## src/rtl/dmem_responder_pkg.sv

```systemverilog
`default_nettype none
// ============================================================================
// Module      : dmem_responder_pkg
// Description : Shared types and helpers for the data-memory responder.
// Revision    : 1.0 - initial release
// ============================================================================
package dmem_responder_pkg;

    typedef logic [31:0] word_t;

    typedef struct packed {
        word_t      addr;
        word_t      data;
        logic [3:0] mask;
    } sb_entry_t;

    typedef enum logic [1:0] {
        DM_IDLE   = 2'd0,
        DM_DRAIN  = 2'd1,
        DM_RD_REQ = 2'd2,
        DM_RD_RSP = 2'd3
    } dmem_state_t;

    // Byte offset bits are ignored; every access is to a whole word.
    function automatic word_t word_align(input word_t addr);
        return addr & ~word_t'(3);
    endfunction

endpackage : dmem_responder_pkg
`default_nettype wire

```

## src/rtl/dmem_responder_if.sv

```systemverilog
`default_nettype none
// ============================================================================
// Module      : dmem_responder_if
// Description : CPU data port plus backing-memory handshake of the responder.
// Revision    : 1.0 - initial release
// ============================================================================
interface dmem_responder_if;
    import dmem_responder_pkg::*;

    // CPU side
    word_t      dmem_addr_i;
    logic       dmem_read_enable_i;
    word_t      dmem_write_data_i;
    logic [3:0] dmem_write_mask_i;
    word_t      dmem_read_data_o;
    logic       dmem_read_valid_o;
    logic       stall_o;

    // Backing-memory side
    logic       mem_req_o;
    logic       mem_we_o;
    word_t      mem_addr_o;
    word_t      mem_wdata_o;
    logic [3:0] mem_wmask_o;
    logic       mem_ack_i;
    word_t      mem_rdata_i;

    modport slave (
        input  dmem_addr_i, dmem_read_enable_i, dmem_write_data_i, dmem_write_mask_i,
        output dmem_read_data_o, dmem_read_valid_o, stall_o,
        output mem_req_o, mem_we_o, mem_addr_o, mem_wdata_o, mem_wmask_o,
        input  mem_ack_i, mem_rdata_i
    );

    modport master (
        output dmem_addr_i, dmem_read_enable_i, dmem_write_data_i, dmem_write_mask_i,
        input  dmem_read_data_o, dmem_read_valid_o, stall_o,
        input  mem_req_o, mem_we_o, mem_addr_o, mem_wdata_o, mem_wmask_o,
        output mem_ack_i, mem_rdata_i
    );

endinterface : dmem_responder_if
`default_nettype wire

```

## src/rtl/dmem_responder_store_buffer.sv

```systemverilog
`default_nettype none
// ============================================================================
// Module      : dmem_responder_store_buffer
// Description : FIFO of posted writes awaiting drain to backing memory.
// Revision    : 1.0 - initial release
// ============================================================================
module dmem_responder_store_buffer
    import dmem_responder_pkg::*;
#(
    parameter int unsigned SB_DEPTH = 4
) (
    input  wire logic                      clk_i,
    input  wire logic                      reset_i,
    input  wire logic                      i_push,
    input  wire sb_entry_t                 i_push_entry,
    input  wire logic                      i_pop,
    output sb_entry_t                      o_head,
    output logic                           o_full,
    output logic                           o_empty,
    output logic [$clog2(SB_DEPTH):0]      o_count
);

    localparam int unsigned PTR_W = $clog2(SB_DEPTH);
    localparam int unsigned CNT_W = PTR_W + 1;
    localparam logic [CNT_W-1:0] c_full_count = CNT_W'(SB_DEPTH);

    sb_entry_t        r_mem [SB_DEPTH];
    logic [PTR_W-1:0] r_head;
    logic [PTR_W-1:0] r_tail;
    logic [CNT_W-1:0] r_count;
    logic             w_push;
    logic             w_pop;

    // Guard against overflow/underflow even if the caller misbehaves.
    assign w_push = i_push && (r_count != c_full_count);
    assign w_pop  = i_pop  && (r_count != '0);

    always_ff @(posedge clk_i or posedge reset_i) begin
        if (reset_i) begin
            r_head  <= '0;
            r_tail  <= '0;
            r_count <= '0;
        end else begin
            if (w_push) begin
                r_tail <= r_tail + 1'b1;
            end
            if (w_pop) begin
                r_head <= r_head + 1'b1;
            end
            case ({w_push, w_pop})
                2'b10:   r_count <= r_count + 1'b1;
                2'b01:   r_count <= r_count - 1'b1;
                default: r_count <= r_count;
            endcase
        end
    end

    // Storage needs no reset: only slots between head and tail are ever observed.
    always_ff @(posedge clk_i) begin
        if (w_push) begin
            r_mem[r_tail] <= i_push_entry;
        end
    end

    assign o_head  = r_mem[r_head];
    assign o_full  = (r_count == c_full_count);
    assign o_empty = (r_count == '0);
    assign o_count = r_count;

endmodule : dmem_responder_store_buffer
`default_nettype wire

```

## src/rtl/dmem_responder.sv

```systemverilog
`default_nettype none
// ============================================================================
// Module      : dmem_responder
// Description : CPU data-memory responder with posted-write store buffer.
// Revision    : 1.0 - initial release
// ============================================================================
module dmem_responder
    import dmem_responder_pkg::*;
#(
    parameter int unsigned SB_DEPTH = 4
) (
    input  wire logic         clk_i,
    input  wire logic         reset_i,
    dmem_responder_if.slave   bus
);

    localparam int unsigned CNT_W = $clog2(SB_DEPTH) + 1;

    dmem_state_t      r_state;
    dmem_state_t      w_state_next;
    word_t            r_rd_addr;
    word_t            r_rd_data;
    sb_entry_t        w_head;
    sb_entry_t        w_push_entry;
    logic             w_sb_full;
    logic             w_sb_empty;
    logic [CNT_W-1:0] w_sb_count;
    logic             w_rd_req;
    logic             w_wr_req;
    logic             w_push;
    logic             w_pop;

    // A read suppresses any simultaneous write mask.
    assign w_rd_req = bus.dmem_read_enable_i;
    assign w_wr_req = (bus.dmem_write_mask_i != 4'b0000) && !bus.dmem_read_enable_i;
    assign w_push   = w_wr_req && !w_sb_full;
    assign w_pop    = (r_state == DM_DRAIN) && bus.mem_ack_i;

    assign w_push_entry = '{
        addr: word_align(bus.dmem_addr_i),
        data: bus.dmem_write_data_i,
        mask: bus.dmem_write_mask_i
    };

    dmem_responder_store_buffer #(
        .SB_DEPTH (SB_DEPTH)
    ) u_store_buffer (
        .clk_i        (clk_i),
        .reset_i      (reset_i),
        .i_push       (w_push),
        .i_push_entry (w_push_entry),
        .i_pop        (w_pop),
        .o_head       (w_head),
        .o_full       (w_sb_full),
        .o_empty      (w_sb_empty),
        .o_count      (w_sb_count)
    );

    always_ff @(posedge clk_i or posedge reset_i) begin
        if (reset_i) begin
            r_state <= DM_IDLE;
        end else begin
            r_state <= w_state_next;
        end
    end

    // Draining always wins over starting a read, which preserves RAW order.
    always_comb begin
        w_state_next = r_state;
        case (r_state)
            DM_IDLE: begin
                if (!w_sb_empty) begin
                    w_state_next = DM_DRAIN;
                end else if (w_rd_req && (w_sb_count == '0)) begin
                    w_state_next = DM_RD_REQ;
                end
            end
            DM_DRAIN: begin
                if (bus.mem_ack_i) begin
                    w_state_next = DM_IDLE;
                end
            end
            DM_RD_REQ: begin
                if (bus.mem_ack_i) begin
                    w_state_next = DM_RD_RSP;
                end
            end
            DM_RD_RSP: begin
                w_state_next = DM_IDLE;
            end
            default: begin
                w_state_next = DM_IDLE;
            end
        endcase
    end

    always_ff @(posedge clk_i or posedge reset_i) begin
        if (reset_i) begin
            r_rd_addr <= '0;
            r_rd_data <= '0;
        end else begin
            if ((r_state == DM_IDLE) && (w_state_next == DM_RD_REQ)) begin
                r_rd_addr <= word_align(bus.dmem_addr_i);
            end
            if ((r_state == DM_RD_REQ) && bus.mem_ack_i) begin
                r_rd_data <= bus.mem_rdata_i;
            end
        end
    end

    always_comb begin
        bus.mem_req_o   = 1'b0;
        bus.mem_we_o    = 1'b0;
        bus.mem_addr_o  = '0;
        bus.mem_wdata_o = '0;
        bus.mem_wmask_o = 4'b0000;
        case (r_state)
            DM_DRAIN: begin
                bus.mem_req_o   = 1'b1;
                bus.mem_we_o    = 1'b1;
                bus.mem_addr_o  = w_head.addr;
                bus.mem_wdata_o = w_head.data;
                bus.mem_wmask_o = w_head.mask;
            end
            DM_RD_REQ: begin
                bus.mem_req_o  = 1'b1;
                bus.mem_addr_o = r_rd_addr;
            end
            default: begin
                bus.mem_req_o = 1'b0;
            end
        endcase
    end

    // A read holds the CPU until the response cycle; a write only when the buffer is full.
    assign bus.stall_o           = (w_rd_req && (r_state != DM_RD_RSP)) || (w_wr_req && w_sb_full);
    assign bus.dmem_read_valid_o = (r_state == DM_RD_RSP);
    assign bus.dmem_read_data_o  = r_rd_data;

    a_rd_wr_exclusive: assert property (
        @(posedge clk_i) disable iff (reset_i)
        !(bus.dmem_read_enable_i && (bus.dmem_write_mask_i != 4'b0000))
    );

endmodule : dmem_responder
`default_nettype wire

```

## src/flat_wrapper.sv

```systemverilog
// flat-port wrapper written by rule: the top's interface ports become plain ports
module dmem_responder_flat import dmem_responder_pkg::*;
#(
    parameter int unsigned SB_DEPTH = 4
)
  (clk_i, reset_i, bus_dmem_addr_i, bus_dmem_read_enable_i, bus_dmem_write_data_i, bus_dmem_write_mask_i, bus_dmem_read_data_o, bus_dmem_read_valid_o, bus_stall_o, bus_mem_req_o, bus_mem_we_o, bus_mem_addr_o, bus_mem_wdata_o, bus_mem_wmask_o, bus_mem_ack_i, bus_mem_rdata_i);
  dmem_responder_if bus_i ();
  input  wire logic clk_i;
  input  wire logic reset_i;
  input wire logic [$bits(bus_i.dmem_addr_i)-1:0] bus_dmem_addr_i;
  input wire logic [$bits(bus_i.dmem_read_enable_i)-1:0] bus_dmem_read_enable_i;
  input wire logic [$bits(bus_i.dmem_write_data_i)-1:0] bus_dmem_write_data_i;
  input wire logic [$bits(bus_i.dmem_write_mask_i)-1:0] bus_dmem_write_mask_i;
  output wire logic [$bits(bus_i.dmem_read_data_o)-1:0] bus_dmem_read_data_o;
  output wire logic [$bits(bus_i.dmem_read_valid_o)-1:0] bus_dmem_read_valid_o;
  output wire logic [$bits(bus_i.stall_o)-1:0] bus_stall_o;
  output wire logic [$bits(bus_i.mem_req_o)-1:0] bus_mem_req_o;
  output wire logic [$bits(bus_i.mem_we_o)-1:0] bus_mem_we_o;
  output wire logic [$bits(bus_i.mem_addr_o)-1:0] bus_mem_addr_o;
  output wire logic [$bits(bus_i.mem_wdata_o)-1:0] bus_mem_wdata_o;
  output wire logic [$bits(bus_i.mem_wmask_o)-1:0] bus_mem_wmask_o;
  input wire logic [$bits(bus_i.mem_ack_i)-1:0] bus_mem_ack_i;
  input wire logic [$bits(bus_i.mem_rdata_i)-1:0] bus_mem_rdata_i;
  assign bus_i.dmem_addr_i = bus_dmem_addr_i;
  assign bus_i.dmem_read_enable_i = bus_dmem_read_enable_i;
  assign bus_i.dmem_write_data_i = bus_dmem_write_data_i;
  assign bus_i.dmem_write_mask_i = bus_dmem_write_mask_i;
  assign bus_dmem_read_data_o = bus_i.dmem_read_data_o;
  assign bus_dmem_read_valid_o = bus_i.dmem_read_valid_o;
  assign bus_stall_o = bus_i.stall_o;
  assign bus_mem_req_o = bus_i.mem_req_o;
  assign bus_mem_we_o = bus_i.mem_we_o;
  assign bus_mem_addr_o = bus_i.mem_addr_o;
  assign bus_mem_wdata_o = bus_i.mem_wdata_o;
  assign bus_mem_wmask_o = bus_i.mem_wmask_o;
  assign bus_i.mem_ack_i = bus_mem_ack_i;
  assign bus_i.mem_rdata_i = bus_mem_rdata_i;
  dmem_responder #(.SB_DEPTH(SB_DEPTH)) u_core (.clk_i(clk_i), .reset_i(reset_i), .bus(bus_i));
endmodule
```

## config.mk

```make
export PLATFORM = sky130hd
export DESIGN_NAME = dmem_responder_flat
export DESIGN_NICKNAME = d
export VERILOG_FILES = /design/src/rtl/dmem_responder_pkg.sv /design/src/rtl/dmem_responder_if.sv /design/src/rtl/dmem_responder_store_buffer.sv /design/src/rtl/dmem_responder.sv /design/src/flat_wrapper.sv
export SDC_FILE = /design/constraint.sdc
export NUM_CORES = 1
export LEC_CHECK = 0
export ABC_AREA = 1
export BUFFER_PORTS_ARGS = -buffer_cell sky130_fd_sc_hd__buf_2
export CAP_MARGIN = 20
export CORE_ASPECT_RATIO = 0.8
export CORE_MARGIN = 2
export CORE_UTILIZATION = 40
export DETAILED_ROUTE_END_ITERATION = 7
export PLACE_DENSITY = 0.65
export SLEW_MARGIN = 30
export SYNTH_ARGS = -nofsm -noshare
export SYNTH_HDL_FRONTEND = slang
export SYNTH_HIERARCHICAL = 1
export SYNTH_SLANG_ARGS = --single-unit
```

## constraint.sdc

```tcl
create_clock -name clk_i -period 4.8 [get_ports clk_i]
set_clock_uncertainty 0.05 [all_clocks]
set_input_delay 0 -clock clk_i [delete_from_list [all_inputs] [get_ports clk_i]]
set_output_delay 0 -clock clk_i [all_outputs]
set_load 0.02 [all_outputs]
```

==> flow_summary.yaml, run 1 <==
status:
  status: "complete, no violations"
sta:
  maxSlewViolCount: 0
  tns_ps: 0
  fin_crit_sh_pct: 62.8
  rsz0062_at_grt: "false"
  layout_min_cycle_time_ps: 3010
  setup_viol: 0
  slew_headroom_pct: 47.6
  worst_pin_slew_ps: 786
  fmax_ghz: 0.332
  hold_viol: 0
yosys:
  synth_top_family_by_area: "simple AND/OR/NAND/NOR gates"
  ys_seq_area_share_pct: 67.3
  synth_warnings: 6
  netlist_top_cells_area: "edfxtp_1 55%, dfrtp_1 12%, nand2_1 10%"
  yosys.area_share.simple_pct: 11.9
  synth_xor_area_share_pct: 0.0593
  synth_compound_area_share_pct: 8.36
  syn_inst: 1277
  synthMuxAreaShare_pct: 2.44
  synth_area_leader_cell: "edfxtp_1"
  synthAdderAreaFrac_pct: 0.982
  async_flop_share_pct: 20.7
  synth_top_flop_cell: "edfxtp_1"
  synth_top_area_share_pct: 55.3
  ys_top_cells_by_count: "393 x nand2_1, 272 x edfxtp_1, 199 x inv_1, 126 x o211ai_1, 71 x dfrtp_1"
  synth.avg_cell_area_sq_um: 11.6
  synth_most_common_cell: "nand2_1"
  yosys_register_bits: 343
  syn_area_sq_mm: 0.0148
  netlist-cell-type-count: 24
  synth-edff-count: 272
cells_and_area:
  fin_nets: 1687
  area_growth_pct: 23.8
  num_antenna_cells: 0
  stdcell_count: 2081
  postLayoutCellArea_sq_mm: 0.0183
  drive_gt1_share_pct: 18.3
power_and_ir_drop:
  clock_power_share_pct: 25.1
  power.leakage_nw: 8.27
  netSwitchingFraction_pct: 38.2
  internal-power_mw: 6.78
  pwr-share-comb_pct: 36.8
  p_sw_mw: 4.19
  ir_worst_vdd_mv: 0.452
  pwr-share-seq_pct: 38.1
  power_density_mw_per_mm2: 600
detailed_routing:
  drc: 0
  wirelength_um: 33900
  wl_per_cell_um: 16.3
  vias: 9990
  first_pass_iters: 7
  ant_nets: 0
  drt_first_iter_violations: 659
  routed_via_density: 4.80
clock_network:
  cts_htree_levels: 2
  clock_latency_ps: 520
  clk_pin_slew_worst_paths_ps: 60
  clock_sinks: 343
  clockRootBuffer: "clkbuf_16"
  clk_path_buf_depth: 3
  cts_inserted_buffers: 37
  cts_tree: "built"
global_routing:
  gr-total-overflow: 0
  first_global_vias: 9971
  grt_max_degree: 185
  antenna_found_initial: 0
  grt_use_total_pct: 17.8
  grt_pass1_wl_um: 53600
critical_path:
  timing.rr.start: "u_core/u_store_buffer/o_count[0]"
  path_depth: 8
  path_max_fanout: 184
  rr_worst_depth: 7
  critical-path-top-delay-family: "buffers and inverters"
  max_stage_delay_ps: 520
  required_ps: 4750
  critPathBufInv: 3
  cp_cell_sequence: "clkinv_8, buf_12, nand2_1, o211ai_1, nand2_1, nand2_1, a21oi_1, buf_2"
  slowest_stage: "clkinv_8"
  critPathMostFrequentCell: "nand2_1"
  r2r_slack_ps: 2150
  cp.arrival_ps: 2960
  path_class: "reg2out"
  cp-start-kind: "flip-flop"
  reg2reg_to: "u_core/u_store_buffer/r_mem[2][27]"
  end_kind: "primary output"
placement:
  placed_area_sq_mm: 0.0161
  dp_cells: 1911
  port_buffers: 205
  hpwl_um: 18400
  gp_congestion: 0.737
die:
  pin_count: 208
  die_y_um: 176
  row_count: 62
  dieWidth_um: 219
  die_area_sq_mm: 0.0385
  core_area_sq_mm: 0.0361
  start_util_pct: 40.9
flow_run:
  cap_violations: 0
worst_hold_path:
  min_path_type: "in2async"
-- layout make-up --
class	count	area [sq um]
Clock inverter	16	129
Sequential cell	343	9950
Timing Repair Buffer	323	2220
Multi-Input combinational cell	665	3580
Tap cell	480	601
Fill cell	3185	17800
Clock buffer	52	1050
Inverter	202	776
-- metrics by stage --
stage / utilization (%) / power, mW / hold WS (ps) / setup slack, ps
after floorplan: - / 7.19 / -247 / 456
after global placement: 44.5 / 8.15 / -68.7 / 2030
after detailed placement: 44.5 / 8.24 / -63.5 / 2130
after CTS: 50.6 / 11.1 / 135 / 1820
after global routing: 50.6 / 11.7 / 156 / 1560
final: 50.6 / 11.0 / 143 / 1790
-- power by group through the flow --
stage,combinational (mW),sequential [mW],clock [mW]
floorplan,2.86,4.33,0
global placement,3.94,4.21,0
detailed placement,4.00,4.23,0
CTS,4.08,4.18,2.84
global route,4.50,4.25,2.96
finish,4.04,4.18,2.75
-- repair_timing --
action,CTS,global route
hold buffers,102,0
resized for setup,0,0
hold endpoints to repair,402,0
buffers inserted,0,0
-- cell families (layout without fill, tap and decap cells) --
group                    Yosys count  in the layout
buffers and inverters            276            593
AND/OR/NAND/NOR                  444            444
flip-flops                       343            343
XOR/XNOR                           1              1
multiplexers                      32             32
AO/OA/AOI/OAI                    169            169
adder cells (fa/ha/maj)           11             11
other                              1              8
-- worst min-delay path, stage by stage --
cell           delay (ps)
dlygate4sd3_1         530
buf_2                 140
inv_2                  50
buf_6                 490
-- worst max path at each step --
stage / from / endpoint
after detailed placement: u_core/u_store_buffer/o_count[1] / u_core/u_store_buffer/r_mem[2][18]
after global routing: u_core/u_store_buffer/r_head[0] / bus_mem_addr_o[25]
after floorplan: u_core/u_store_buffer/o_count[0] / u_core/u_store_buffer/r_mem[0][0]
final: u_core/u_store_buffer/r_head[0] / bus_mem_addr_o[25]
after CTS: u_core/u_store_buffer/r_head[1] / bus_mem_addr_o[25]
after global placement: u_core/u_store_buffer/o_count[0] / u_core/u_store_buffer/r_mem[0][27]
-- routing by layer --
| metal | up-vias | wire length [um] | track usage, % |
|---|---|---|---|
| met5 | - | 0 | 0 |
| li1 | 4900 | - | - |
| met4 | 0 | 493 | 4.31 |
| met1 | 4779 | 14900 | 24.1 |
| met2 | 272 | 16400 | 29.6 |
| met3 | 39 | 2110 | 3.41 |
-- layout by cell type, fill, tap and decap left out, drive strengths merged --
cell,synthesis,routed
bufinv,0,2
dfrtp,71,71
fa,1,1
ha,10,10
nand4,31,31
mux2,32,32
clkbuf,17,52
o211ai,136,136
nor2,10,10
o21ai,3,3
edfxtp,272,272
conb,1,8
dlygate4sd3,0,102
inv,202,203
xnor2,1,1
a21oi,30,30
clkinv,0,13
nand2,393,393
buf,57,221
nand3,10,10
-- sequential cells by signal, summed over array words and instances (netlist names) --
signal / flops
u_core/r_state: 2
u_core/u_store_buffer/r_head: 2
u_core/u_store_buffer/o_count: 3
u_core/r_rd_addr: 30
u_core/u_store_buffer/r_tail: 2
u_core/bus.dmem_read_data_o: 32
u_core/u_store_buffer/r_mem: 272
Power figures use the tool's default switching activity.
==> run 2: changes to the inputs <==
clock period = 3 ns   (was 4.8 ns; I/O delays follow)
==> flow_summary.yaml, run 2 (synthesis results as in run 1) <==
clock_network:
  cts_htree_levels: 2
  clk_path_buf_depth: 3
  clk_pin_slew_worst_paths_ps: 60
  cts_inserted_buffers: 38
  cts_tree: "built"
  clock_latency_ps: 510
  post-cts-setup-buffer-count: 0
  clockRootBuffer: "clkbuf_16"
  clock_sinks: 343
cells_and_area:
  fillers: 3204
  fin_nets: 1699
  largest_register_ffs: 272
  area_growth_pct: 25.1
  stdcell_count: 2095
  regArea_sq_mm: 0.00995
  regMostFlops: "u_core/u_store_buffer/r_mem"
  multi_input_area_sq_mm: 0.00358
  postLayoutCellArea_sq_mm: 0.0185
  layout_commonest_cell: "nand2_1"
  drive_gt1_share_pct: 19.2
  layout_common_cells: "393 x nand2_1, 272 x edfxtp_1, 205 x buf_2"
sta:
  worst_hold_slack_ps: 109
  tns_ps: 0
  setup_viol: 0
  rsz0062_at_grt: "false"
  hold_viol: 0
  fmax_ghz: 0.369
  slew_headroom_pct: 37.1
  fin_crit_sh_pct: 90.3
  maxSlewViolCount: 0
  timing.final.ws_setup_ps: 290
  layout_min_cycle_time_ps: 2710
  worst_pin_slew_ps: 943
critical_path:
  max_stage_delay_ps: 730
  crit_start: "u_core/r_state[1]"
  slowest_stage: "buf_4"
  timing.rr.start: "u_core/u_store_buffer/o_count[0]"
  reg2reg_to: "u_core/u_store_buffer/o_count[2]"
  path_max_fanout: 70
  required_ps: 2950
  cp-start-kind: "flip-flop"
  cp.arrival_ps: 2660
  critical-path-top-delay-family: "buffers and inverters"
  critPathBufInv: 3
  end_kind: "primary output"
  cp_cell_sequence: "inv_1, ha_4, buf_4, nand2_1, a21oi_1, buf_2"
  r2r_slack_ps: 550
  rr_worst_depth: 12
  path_class: "reg2out"
placement:
  port_buffers: 205
  placed_area_sq_mm: 0.0162
  gp_congestion: 0.759
  place_ws_ps: 604
  dp_cells: 1922
  hpwl_um: 20200
power_and_ir_drop:
  power.leakage_nw: 8.36
  power_density_mw_per_mm2: 965
  ir_worst_vdd_mv: 0.457
global_routing:
  grt_pass1_wl_um: 53400
  gr-total-overflow: 0
  grt_use_total_pct: 17.7
  antenna_found_initial: 1
  grt_max_degree: 92
  first_global_vias: 9990
status:
  status: "complete, no violations"
detailed_routing:
  vias: 9971
  drc: 0
  drt_first_iter_violations: 568
  first_pass_iters: 5
  ant_nets: 0
  routed_via_density: 4.76
  wirelength_um: 33800
  wl_per_cell_um: 16.1
die:
  die_y_um: 176
  core_area_sq_mm: 0.0361
  start_util_pct: 40.9
  die_area_sq_mm: 0.0385
  pin_count: 208
  row_count: 62
  dieWidth_um: 219
flow_run:
  cap_violations: 0
worst_hold_path:
  min_path_type: "in2async"
## run 2: cell count changes in the layout (fill, tap and decap cells not counted), moves of 3 or more
cell       change
buf_6          -3
buf_12         +3
clkbuf_16      +3
buf_4         +11
clkbuf_8       +3
clkinv_1       -3
## run 2: where the power goes
part	total, mW	internal [mW]	leakage [nW]	switching (mW)
clock	4.58	2.79	0.617	1.79
sequential	6.70	6.28	3.42	0.413
combinational	6.56	2.04	4.32	4.53
total	17.8	11.1	8.36	6.74
## run 2: worst max path at each step
stage	end	depth (start not counted)
finish	bus_mem_addr_o[7]	6
global route	bus_mem_addr_o[7]	6
CTS	bus_mem_addr_o[7]	6
detailed placement	u_core/u_store_buffer/o_count[2]	12
global placement	u_core/u_store_buffer/o_count[2]	12
floorplan	u_core/u_store_buffer/r_mem[0][0]	6
## run 2: per-stage QoR
| step | total power, mW | util [%] |
|---|---|---|
| floorplan | 11.5 | - |
| CTS | 18.0 | 51.1 |
| finish | 17.8 | 51.1 |
| global route | 19.0 | 51.1 |
| detailed placement | 13.3 | 44.8 |
| global placement | 13.2 | 44.8 |
## run 2: timing repair
action | in CTS | in global routing
endpoints found under the hold margin | 373 | 0
gates resized for setup | 0 | 0
hold buffers | 102 | 0
## run 2: tightest hold or removal path: cells and delay by family
family | cells | cell delay (ps)
buf+inv | 3 | 1170
## run 2: final cells by class
type,instances,area share (%)
Sequential cell,343,53.8
Clock buffer,58,6.33
Timing Repair Buffer,334,12.6
Multi-Input combinational cell,665,19.4
Tap cell,480,3.25
Inverter,202,4.16
Antenna cell,1,0.0135
Clock inverter,12,0.494
## run 2: routing by layer
metal	vias up	global-route usage, %	share of wire [%]
met2	236	29.5	49
met4	0	5.21	2.2
met5	-	0	0
li1	4919	-	-
met1	4763	24.0	45
met3	53	2.62	4.8
==> run 3: changes to the inputs <==
CTS_BUF_LIST = sky130_fd_sc_hd__clkbuf_2 sky130_fd_sc_hd__clkbuf_4 sky130_fd_sc_hd__clkbuf_8   (was unset)
==> flow_summary.yaml, run 3 (synthesis results as in run 1) <==
status:
  status: "complete, no violations"
clock_network:
  clock_latency_ps: 600
  cts_tree: "built"
  clockRootBuffer: "clkbuf_8"
  clk_path_buf_depth: 3
  cts_htree_levels: 2
  clk_pin_slew_worst_paths_ps: 60
  clock_sinks: 343
  post-cts-setup-buffer-count: 0
  cts_inserted_buffers: 57
placement:
  hpwl_um: 20200
  placed_area_sq_mm: 0.0162
  gp_congestion: 0.759
  port_buffers: 205
die:
  core_area_sq_mm: 0.0361
  die_area_sq_mm: 0.0385
  row_count: 62
  die_y_um: 176
  dieWidth_um: 219
  start_util_pct: 40.9
  pin_count: 208
sta:
  setup_viol: 0
  rsz0062_at_grt: "false"
  layout_min_cycle_time_ps: 2700
  maxSlewViolCount: 0
  slew_headroom_pct: 51.4
  worst_pin_slew_ps: 729
  fin_crit_sh_pct: 89.9
  tns_ps: 0
  fmax_ghz: 0.371
  worst_hold_slack_ps: 18.1
  hold_viol: 0
power_and_ir_drop:
  power.leakage_nw: 8.35
  power.total_mw: 17.4
  ir_worst_vdd_mv: 0.463
  power_density_mw_per_mm2: 945
cells_and_area:
  layout_commonest_cell: "nand2_1"
  fin_nets: 1718
  layout_common_cells: "393 x nand2_1, 272 x edfxtp_1, 205 x buf_2"
  regMostFlops: "u_core/u_store_buffer/r_mem"
  multi_input_area_sq_mm: 0.00358
  fillers: 3233
  largest_register_ffs: 272
  area_growth_pct: 24.4
  regArea_sq_mm: 0.00995
  post-route-util_pct: 50.8
  postLayoutCellArea_sq_mm: 0.0184
  drive_gt1_share_pct: 21.2
critical_path:
  path_max_fanout: 20
  cp.arrival_ps: 2650
  rr_worst_depth: 12
  end_kind: "primary output"
  required_ps: 2950
  path_class: "reg2out"
  cp-start-kind: "flip-flop"
global_routing:
  grt_pass1_wl_um: 53700
  gr-total-overflow: 0
  antenna_found_initial: 1
  grt_use_total_pct: 17.9
  first_global_vias: 10200
  grt_max_degree: 92
worst_hold_path:
  min_path_type: "in2async"
detailed_routing:
  drc: 0
  vias: 10100
  wirelength_um: 34200
  first_pass_iters: 5
  ant_nets: 0
  routed_via_density: 4.76
  drt_first_iter_violations: 635
  wl_per_cell_um: 16.0
flow_run:
  cap_violations: 0
[run 3: area by class of cell]
type	count	share of cell area, %
sequential	343	54.1
clock inverter	20	0.769
inverter	202	4.19
clock buffer	85	5.48
timing repair buffer	334	12.7
antenna	1	0.0136
multi-input combinational	665	19.5
tap	480	3.27
[run 3: path summary, 6_finish.rpt]
kind	startpoint	to	slack [ps]
worst max register to register	u_core/u_store_buffer/o_count[0]	u_core/u_store_buffer/o_count[2]	580
worst min register to register	u_core/r_rd_addr[16]	u_core/r_rd_addr[16]	420
max in group asynchronous	reset_i	u_core/r_rd_addr[9]	2050
min in group clk_i	bus_mem_rdata_i[23]	u_core/bus.dmem_read_data_o[23]	100
worst min-delay path	reset_i	u_core/r_rd_addr[29]	20
worst max-delay path	u_core/r_state[0]	bus_mem_addr_o[7]	300
[run 3: repair_timing]
| action | CTS | global route |
|---|---|---|
| resized for setup | 0 | 1 |
| hold buffers | 102 | 0 |
| hold endpoints to repair | 374 | 0 |
| endpoints found under the setup margin | 0 | 1 |
[run 3: worst max-delay path, cell delays in order (launching register included)]
cell,delay [ps]
dfrtp_1,450
inv_1,130
ha_1,320
inv_1,410
buf_4,400
a21oi_1,140
buf_2,190
[run 3: layer usage]
metal / vias to the layer above / GRT usage (%) / wire length [um]
li1: 4953 / - / -
met1: 4845 / 23.9 / 15200
met2: 278 / 29.4 / 16300
met3: 62 / 3.38 / 1790
met4: 0 / 6.00 / 805
met5: - / 0 / 0
[run 3: through the flow]
stage,worst slack [ps],std cells
after floorplan,-250,1284
after global placement,631,1922
after detailed placement,604,1922
after CTS,150,2129
after global routing,99.4,2130
final,303,2130
[run 3: report_power, final]
part | leakage (nW) | internal, mW | total (mW) | switching [mW]
Sequential | 3.42 | 6.29 | 6.70 | 0.418
Clock | 0.609 | 2.31 | 4.10 | 1.79
Combinational | 4.32 | 2.04 | 6.57 | 4.53
